## config.mk

```make
export PLATFORM = sky130hd
export DESIGN_NAME = rc4_stream_xor
export DESIGN_NICKNAME = d
export VERILOG_FILES = /design/src/rtl/rc4_stream_xor.sv
export SDC_FILE = /design/constraint.sdc
export NUM_CORES = 1
export LEC_CHECK = 0
export BUFFER_PORTS_ARGS = -buffer_cell sky130_fd_sc_hd__buf_2
export CAP_MARGIN = 10
export CORE_AREA = 5 5 109 111
export CTS_CLUSTER_DIAMETER = 50
export CTS_CLUSTER_SIZE = 25
export DETAILED_ROUTE_END_ITERATION = 16
export DIE_AREA = 0 0 114 116
export HOLD_SLACK_MARGIN = 0.03
export PLACE_DENSITY = 0.65
export SYNTH_ARGS = -nofsm -noshare
export SYNTH_HDL_FRONTEND = slang
export SYNTH_SLANG_ARGS = --single-unit
```

## constraint.sdc

```tcl
create_clock -name clk -period 6.85 [get_ports clk]
set_clock_uncertainty 0.05 [all_clocks]
set_input_delay 0 -clock clk [delete_from_list [all_inputs] [get_ports clk]]
set_output_delay 0 -clock clk [all_outputs]
set_load 0.05 [all_outputs]
```

## src/rtl/rc4_stream_xor.sv

```systemverilog
// rtl/rc4_stream_xor.sv - sequences the RC4 core per message and XORs a byte stream with its keystream
module rc4_stream_xor #(
  parameter int NUMS_OF_BYTES = 4,
  parameter int CORE_TIMEOUT  = 1023
) (
  input  logic                       clk,
  input  logic                       rst,
  input  logic                       go,
  input  logic [7:0]                 msg_len,
  output logic                       core_rst_n,
  output logic                       core_start,
  input  logic                       core_done,
  input  logic [NUMS_OF_BYTES*8-1:0] core_ckey,
  input  logic [7:0]                 in_data,
  input  logic                       in_valid,
  output logic                       in_ready,
  output logic [7:0]                 out_data,
  output logic                       out_valid,
  input  logic                       out_ready,
  output logic                       busy,
  output logic                       msg_done,
  output logic                       timeout_err
);

  typedef enum logic [2:0] {S_IDLE, S_CORE_RST, S_CORE_RUN, S_STREAM, S_DONE} state_t;

  state_t                     r_state, w_state_next;
  logic [7:0]                 r_len, r_byte_cnt;
  logic [31:0]                r_timer;
  logic [NUMS_OF_BYTES*8-1:0] r_ks;
  logic [7:0]                 r_out_data, w_ks_byte, w_len_clamped;
  logic                       r_out_valid, r_core_rst_n, r_core_start, r_msg_done, r_timeout_err;
  logic                       w_out_free, w_in_ready, w_accept, w_timeout;

  assign w_out_free    = !r_out_valid || out_ready;
  assign w_in_ready    = (r_state == S_STREAM) && (r_byte_cnt < r_len) && w_out_free;
  assign w_accept      = in_valid && w_in_ready;
  assign w_timeout     = (CORE_TIMEOUT != 0) && (r_timer + 32'd1 == 32'(CORE_TIMEOUT));
  assign w_len_clamped = (msg_len > 8'(NUMS_OF_BYTES)) ? 8'(NUMS_OF_BYTES) : msg_len;

  always_comb begin
    w_ks_byte = '0;
    for (int b = 0; b < NUMS_OF_BYTES; b++) begin
      if (r_byte_cnt == 8'(b)) w_ks_byte = r_ks[b*8 +: 8];
    end
  end

  always_ff @(posedge clk) begin
    if (rst) r_state <= S_IDLE;
    else     r_state <= w_state_next;
  end

  // core_done wins over the timeout when both land in the same cycle
  always_comb begin
    w_state_next = r_state;
    case (r_state)
      S_IDLE:     if (go) w_state_next = S_CORE_RST;
      S_CORE_RST: w_state_next = S_CORE_RUN;
      S_CORE_RUN: begin
        if (core_done)      w_state_next = S_STREAM;
        else if (w_timeout) w_state_next = S_IDLE;
      end
      S_STREAM:   if ((r_byte_cnt == r_len) && w_out_free) w_state_next = S_DONE;
      S_DONE:     w_state_next = S_IDLE;
      default:    w_state_next = S_IDLE;
    endcase
  end

  always_ff @(posedge clk) begin
    if (rst) begin
      r_core_rst_n  <= 1'b0;
      r_core_start  <= 1'b0;
      r_msg_done    <= 1'b0;
      r_timeout_err <= 1'b0;
      r_timer       <= '0;
      r_len         <= '0;
      r_byte_cnt    <= '0;
      r_ks          <= '0;
      r_out_data    <= '0;
      r_out_valid   <= 1'b0;
    end else begin
      r_core_rst_n  <= (w_state_next != S_CORE_RST);
      r_core_start  <= (w_state_next == S_CORE_RUN);
      r_msg_done    <= (w_state_next == S_DONE);
      r_timeout_err <= (r_state == S_CORE_RUN) && !core_done && w_timeout;
      r_timer       <= (r_state == S_CORE_RUN) ? r_timer + 32'd1 : 32'd0;
      if (r_state == S_IDLE && go) r_len <= w_len_clamped;
      if (r_state == S_CORE_RUN && core_done) begin
        r_ks       <= core_ckey;
        r_byte_cnt <= '0;
      end
      // a new accept refills the register in the same cycle it drains
      if (w_accept) begin
        r_out_data  <= in_data ^ w_ks_byte;
        r_out_valid <= 1'b1;
        r_byte_cnt  <= r_byte_cnt + 8'd1;
      end else if (out_ready) begin
        r_out_valid <= 1'b0;
      end
    end
  end

  assign core_rst_n  = r_core_rst_n;
  assign core_start  = r_core_start;
  assign in_ready    = w_in_ready;
  assign out_data    = r_out_data;
  assign out_valid   = r_out_valid;
  assign busy        = (r_state != S_IDLE);
  assign msg_done    = r_msg_done;
  assign timeout_err = r_timeout_err;

endmodule

```

== Yosys cells after proc, flatten, opt, wreduce, memory -nomap -nowiden ==
Cells that the tools add are included.

* Memories kept: 0
* Output and inout port bits: 15
* Bits in writable memories: 0
* Input port bits: 54
* Memory bits (read-only): 0
* Register bits: 96
* Latch bits: 0
* Word-level logic and storage cells: 59

* Divide/modulo/power cells: 0
* Add/subtract/negate cells: 2
* Mux-type cells: 14
* Bitwise operators: 2
* Equal/unequal tests: 11
* $mul: 0
* Reduce and logical (&&, ||, !) cells: 17
* Shifts and indexed selects: 0
* Magnitude comparators: 2

{| class="wikitable"
|+ Operator list
! cell !! count
|-
| two-way mux 8 bit || 7
|-
| adder 32 x 1 -> 32 bit, second input constant || 1
|-
| equality test 32 x 10 -> 1 bit, second input constant || 1
|-
| equality test 8 x 2 -> 1 bit, second input constant || 2
|-
| two-way mux 3 bit || 4
|-
| one-hot mux 3 bit (4 select lines) || 1
|-
| equality test 3 x 2 -> 1 bit, second input constant || 3
|-
| adder 8 x 1 -> 8 bit, second input constant || 1
|-
| equality test 8 x 1 -> 1 bit, second input constant || 1
|-
| equality test 8 bit || 1
|-
| greater-than comparator 8 x 3 -> 1 bit, second input constant || 1
|-
| logical AND 1 bit || 8
|-
| zero test 8 bit || 1
|-
| less-than comparator 8 bit || 1
|-
| bitwise XOR 8 bit || 1
|-
| nonzero test 2 bit || 2
|-
| equality test 3 x 1 -> 1 bit, second input constant || 1
|-
| equality test 3 bit, second input constant || 1
|-
| zero test 3 bit || 1
|-
| inequality test 3 x 1 -> 1 bit, second input constant || 1
|-
| nonzero test 3 bit || 1
|-
| zero test 1 bit || 2
|-
| two-way mux 1 bit || 2
|-
| OR reduction 2 bit || 1
|-
| 2 further kinds || 2
|}

== Longest topological paths before layout ==
* Depth after elaboration: 6
* Mapped depth: 10
* Mapped depth without buffers: 9

== Least setup slack after synthesis ==
No wires, ideal clock.

* Path kind: reg2reg
* From: register r_byte_cnt[1]
* To: register r_out_data[0], in the netlist out_data[0]
* Arrival: 2.323 ns
* Data required time: 6.636 ns
* Slack: 4.313 ns
* Stages on the path, launching flop included: 10
* Path buffers: 1
* Clock period less this slack: 2.537 ns
* Path through: dfxtp_1 -> ha_1 -> nor2b_1 -> o21a_1 -> o21a_1 -> o21ai_1 -> a21o_1 -> and2_1 -> clkbuf_1 -> a311oi_1

{| class="wikitable"
|+ RTL lines
! item !! RTL line !! source
|-
| start, declared || 28 || <nowiki>logic [7:0] r_len, r_byte_cnt;</nowiki>
|-
| start signal, assigned || 96 || <nowiki>r_byte_cnt <= r_byte_cnt + 8'd1;</nowiki>
|-
| less-than comparator 8 bit || 36 || <nowiki>assign w_in_ready = (r_state == S_STREAM) && (r_byte_cnt < r_len) && w_out_free;</nowiki>
|-
| logical AND 1 bit (2 in a row) || 36 ||
|-
| via in_ready || 16 || <nowiki>output logic in_ready,</nowiki>
|-
| logical AND 1 bit || 37 || <nowiki>assign w_accept = in_valid && w_in_ready;</nowiki>
|-
| end signal, assigned || 94 || <nowiki>r_out_data <= in_data ^ w_ks_byte;</nowiki>
|-
| end, declared || 31 || <nowiki>logic [7:0] r_out_data, w_ks_byte, w_len_clamped;</nowiki>
|}

The timed path passes the listed nets, and every way through them passes these cells.
A chain may end at the register's enable or synchronous reset.

== Worst setup path after layout ==
* From: register r_byte_cnt[1]
* To: register r_out_data[6], in the netlist out_data[6]

* Word-level cells in the longest chain between the ends: 6

{| class="wikitable"
|+ RTL lines
! item !! RTL line !! source
|-
| zero test 8 bit || 44 || <nowiki>if (r_byte_cnt == 8'(b)) w_ks_byte = r_ks[b*8 +: 8];</nowiki>
|-
| two-way mux 8 bit (4 in a row) || 44 ||
|-
| bitwise XOR 8 bit || 94 ||
|}

Several ways; a longest one is shown, not always the timed one.

==> summary.txt <==
GRT Resource Usage Total: 0.182
Fin crit share: 0.459
Psw: 0.000298 W
Core Area: 0.0107 mm²
Crit path max fanout: 16
CP Cell Sequence: ha_1 -> nor2b_1 -> o21a_1 -> o21a_1 -> o21ai_1 -> a21o_1 -> and2_1 -> a311oi_1 -> dlygate4sd3_1
Post-route antenna net violation count: 0
CTS tree: done
# DRC: 0
Syn Nets: 656
Die height: 116 µm
Crit path launch type: flop
Total CTS buffers: 9
Detailed Route Iter0 Violations: 219
Final #Nets: 756
Post-CTS resize count: 0
Max-slew violations: 0
H-tree levels: 3
Initial antenna violation count: 3
Synth top area cells: dfxtp_1, nand2_1, a21oi_1, xnor2_1, nor2_1
Cell taking the most area after synthesis: dfxtp_1
Clk Tree Root Cell: clkbuf_8
Sw frac: 0.272
Max Cap Viol: 0
Layout cells sized above 1: 0.154
Ys flop type: dfxtp_1
Layout area overhead: 23.6%
Vias in the first global route: 4,219
RSZ-0062 raised after global routing: false
I/O pin count: 69
Bufs and invs on worst path: 1
Vias/cell: 5.22
Critical path's largest stage delay: 0.61 ns
Cell area power density: 186 mW/mm²
Post-Synthesis Cell Area: 0.00477 mm²
IO Port Bufs: 68
Status: complete, no violations
Clock network fraction of design power: 0.343
Synth top area share: 0.403
CP top delay family: compound AO/OA/AOI/OAI gates
Max Fclk: 318 MHz
Final Non-Filler Cells: 834
Critical Path RT: 7.07 ns
Internal Power: 0.000798 W
Seq cells post-synth: 96
CP arrival: 3.36 ns
Ys async rst share: 0
Post-CTS repair timing setup buffer count: 0
Final Critical Period: 3.14 ns
Ys Warns: 0
CP max-delay cell: dlygate4sd3_1
Largest net degree at the start of global routing: 59
Worst-Skew Late Latency: 0.38 ns
Slew margin rel.: 0.271
HP Class: primary input to flop
CTS Hold Bufs: 53
CTS max path bufs: 2
WL/cell: 14.1 µm
Cells after synthesis: 588
Post-DP HPWL: 8070 µm
Clock sink total: 96
Full die area: 0.0132 mm²
EDFF count, synth: 0
Flop pwr share: 0.531
Initial Util: 0.446
WL final: 11,800 µm
First-pass GRT wire length: 19,600 µm
Netlist cell types: 57
Most frequent cell after synthesis: nand2_1
Final setup vio count: 0
Placed insts: 764
Sequential element share of the synthesized area: 0.403
Grt total ovfl: 0
Worst Setup End Kind: flop
Maximum vdd ir drop: 0.0929 mV
Syn avg cell area: 8.12 µm²
Core Rows: 38
P_leak: 2.21 nW
Final hold vios: 0
DRT Pass-1 Iters: 4
RD Place Congestion: 0.831
Most frequent CP cell: o21a_1
Die X: 114 µm
Vias: 4,354
Setup TNS: 0 ns
Commonest cells post-synth: nand2_1, dfxtp_1, a21oi_1
Comb power frac: 0.125
WS Path Type: flop to flop
Worst-Margin Slew: 1.09 ns
Final core utilization: 0.552
Clk pin slew, worst setup/hold paths: 0.10 ns
[cell families (layout without fill, tap and decap cells)]
group                    after synthesis  after routing  synth area share
AND/OR/NAND/NOR                      268            268             0.293
AO/OA/AOI/OAI                        117            117             0.147
flip-flops                            96             96             0.403
buffers and inverters                 49            154            0.0396
XOR/XNOR                              41             41            0.0752
adder cells (fa/ha/maj)               14             14            0.0367
multiplexers                           3              3           0.00629
other                                  0              1                 0
[state kept, by name, summed over array words and instances (netlist names)]
register,cells
timeout_err,1
core_rst_n,1
r_len,8
r_ks,32
out_data,8
msg_done,1
r_byte_cnt,8
core_start,1
r_state,3
r_timer,32
out_valid,1
[power by group through the flow]
| stage | registers (W) | logic, W | clock network [W] |
|---|---|---|---|
| 4_1_cts | 0.000582 | 0.000137 | 0.000383 |
| 3_5_place_dp | 0.000595 | 0.000117 | 0 |
| 6_report | 0.000583 | 0.000137 | 0.000376 |
| 5_1_grt | 0.000585 | 0.000152 | 0.000409 |
| 2_1_floorplan | 0.000601 | 0.0000721 | 0 |
| 3_3_place_gp | 0.000595 | 0.000115 | 0 |
[final cells by class]
cell class,instances,area [µm²]
flip-flops and latches,96,1920
diodes,1,2.50
clock buffers,9,124
repair buffers,123,886
clock inverters,7,72.6
inverters,15,56.3
fillers,1029,4800
multi-input cells,443,2660
well taps,140,175
[layout by cell type, fill, tap and decap left out, types with 13 or more instances in the layout]
cell | netlist | final
xnor2_1 | 24 | 24
nand4_1 | 13 | 13
xor2_1 | 17 | 17
dlygate4sd3_1 | 0 | 53
nor2b_1 | 13 | 13
dfxtp_1 | 96 | 96
ha_1 | 14 | 14
nand3_1 | 17 | 17
nand2_1 | 104 | 104
inv_1 | 15 | 15
buf_2 | 1 | 68
a21oi_1 | 70 | 70
nor2_1 | 50 | 50
[per-stage QoR]
stage | instance area, µm² | hold slack (ns) | setup WS [ns] | total power (W)
2_1_floorplan | 4770 | 0.0173 | 4.31 | 0.000673
3_3_place_gp | 5170 | 0.177 | 3.98 | 0.000710
3_5_place_dp | 5170 | 0.195 | 3.92 | 0.000712
4_1_cts | 5900 | 0.252 | 3.78 | 0.00110
5_1_grt | 5900 | 0.292 | 3.48 | 0.00115
6_report | 5900 | 0.282 | 3.71 | 0.00110
[metal layers]
| layer | vias up | global-route usage | part of all wire |
|---|---|---|---|
| met5 | - | 0 | 0.0018 |
| met4 | 4 | 0.0744 | 0.023 |
| met3 | 21 | 0.0360 | 0.043 |
| met2 | 91 | 0.300 | 0.48 |
| met1 | 2011 | 0.233 | 0.46 |
| li1 | 2227 | - | - |
[worst paths after layout]
path / start / end / slack [ns] / cells past startpoint
worst max-delay path: r_byte_cnt[1]$_SDFFE_PP0P_ / out_data[6]$_SDFFE_PP0P_ / 3.71 / 9
worst min-delay path: rst / r_len[1]$_SDFFE_PP0P_ / 0.28 / 2
worst max register to register: r_byte_cnt[1]$_SDFFE_PP0P_ / out_data[6]$_SDFFE_PP0P_ / 3.71 / 9
worst min register to register: r_ks[28]$_SDFFE_PP0P_ / r_ks[28]$_SDFFE_PP0P_ / 0.41 / 2
(Power assumes the default switching activity.)
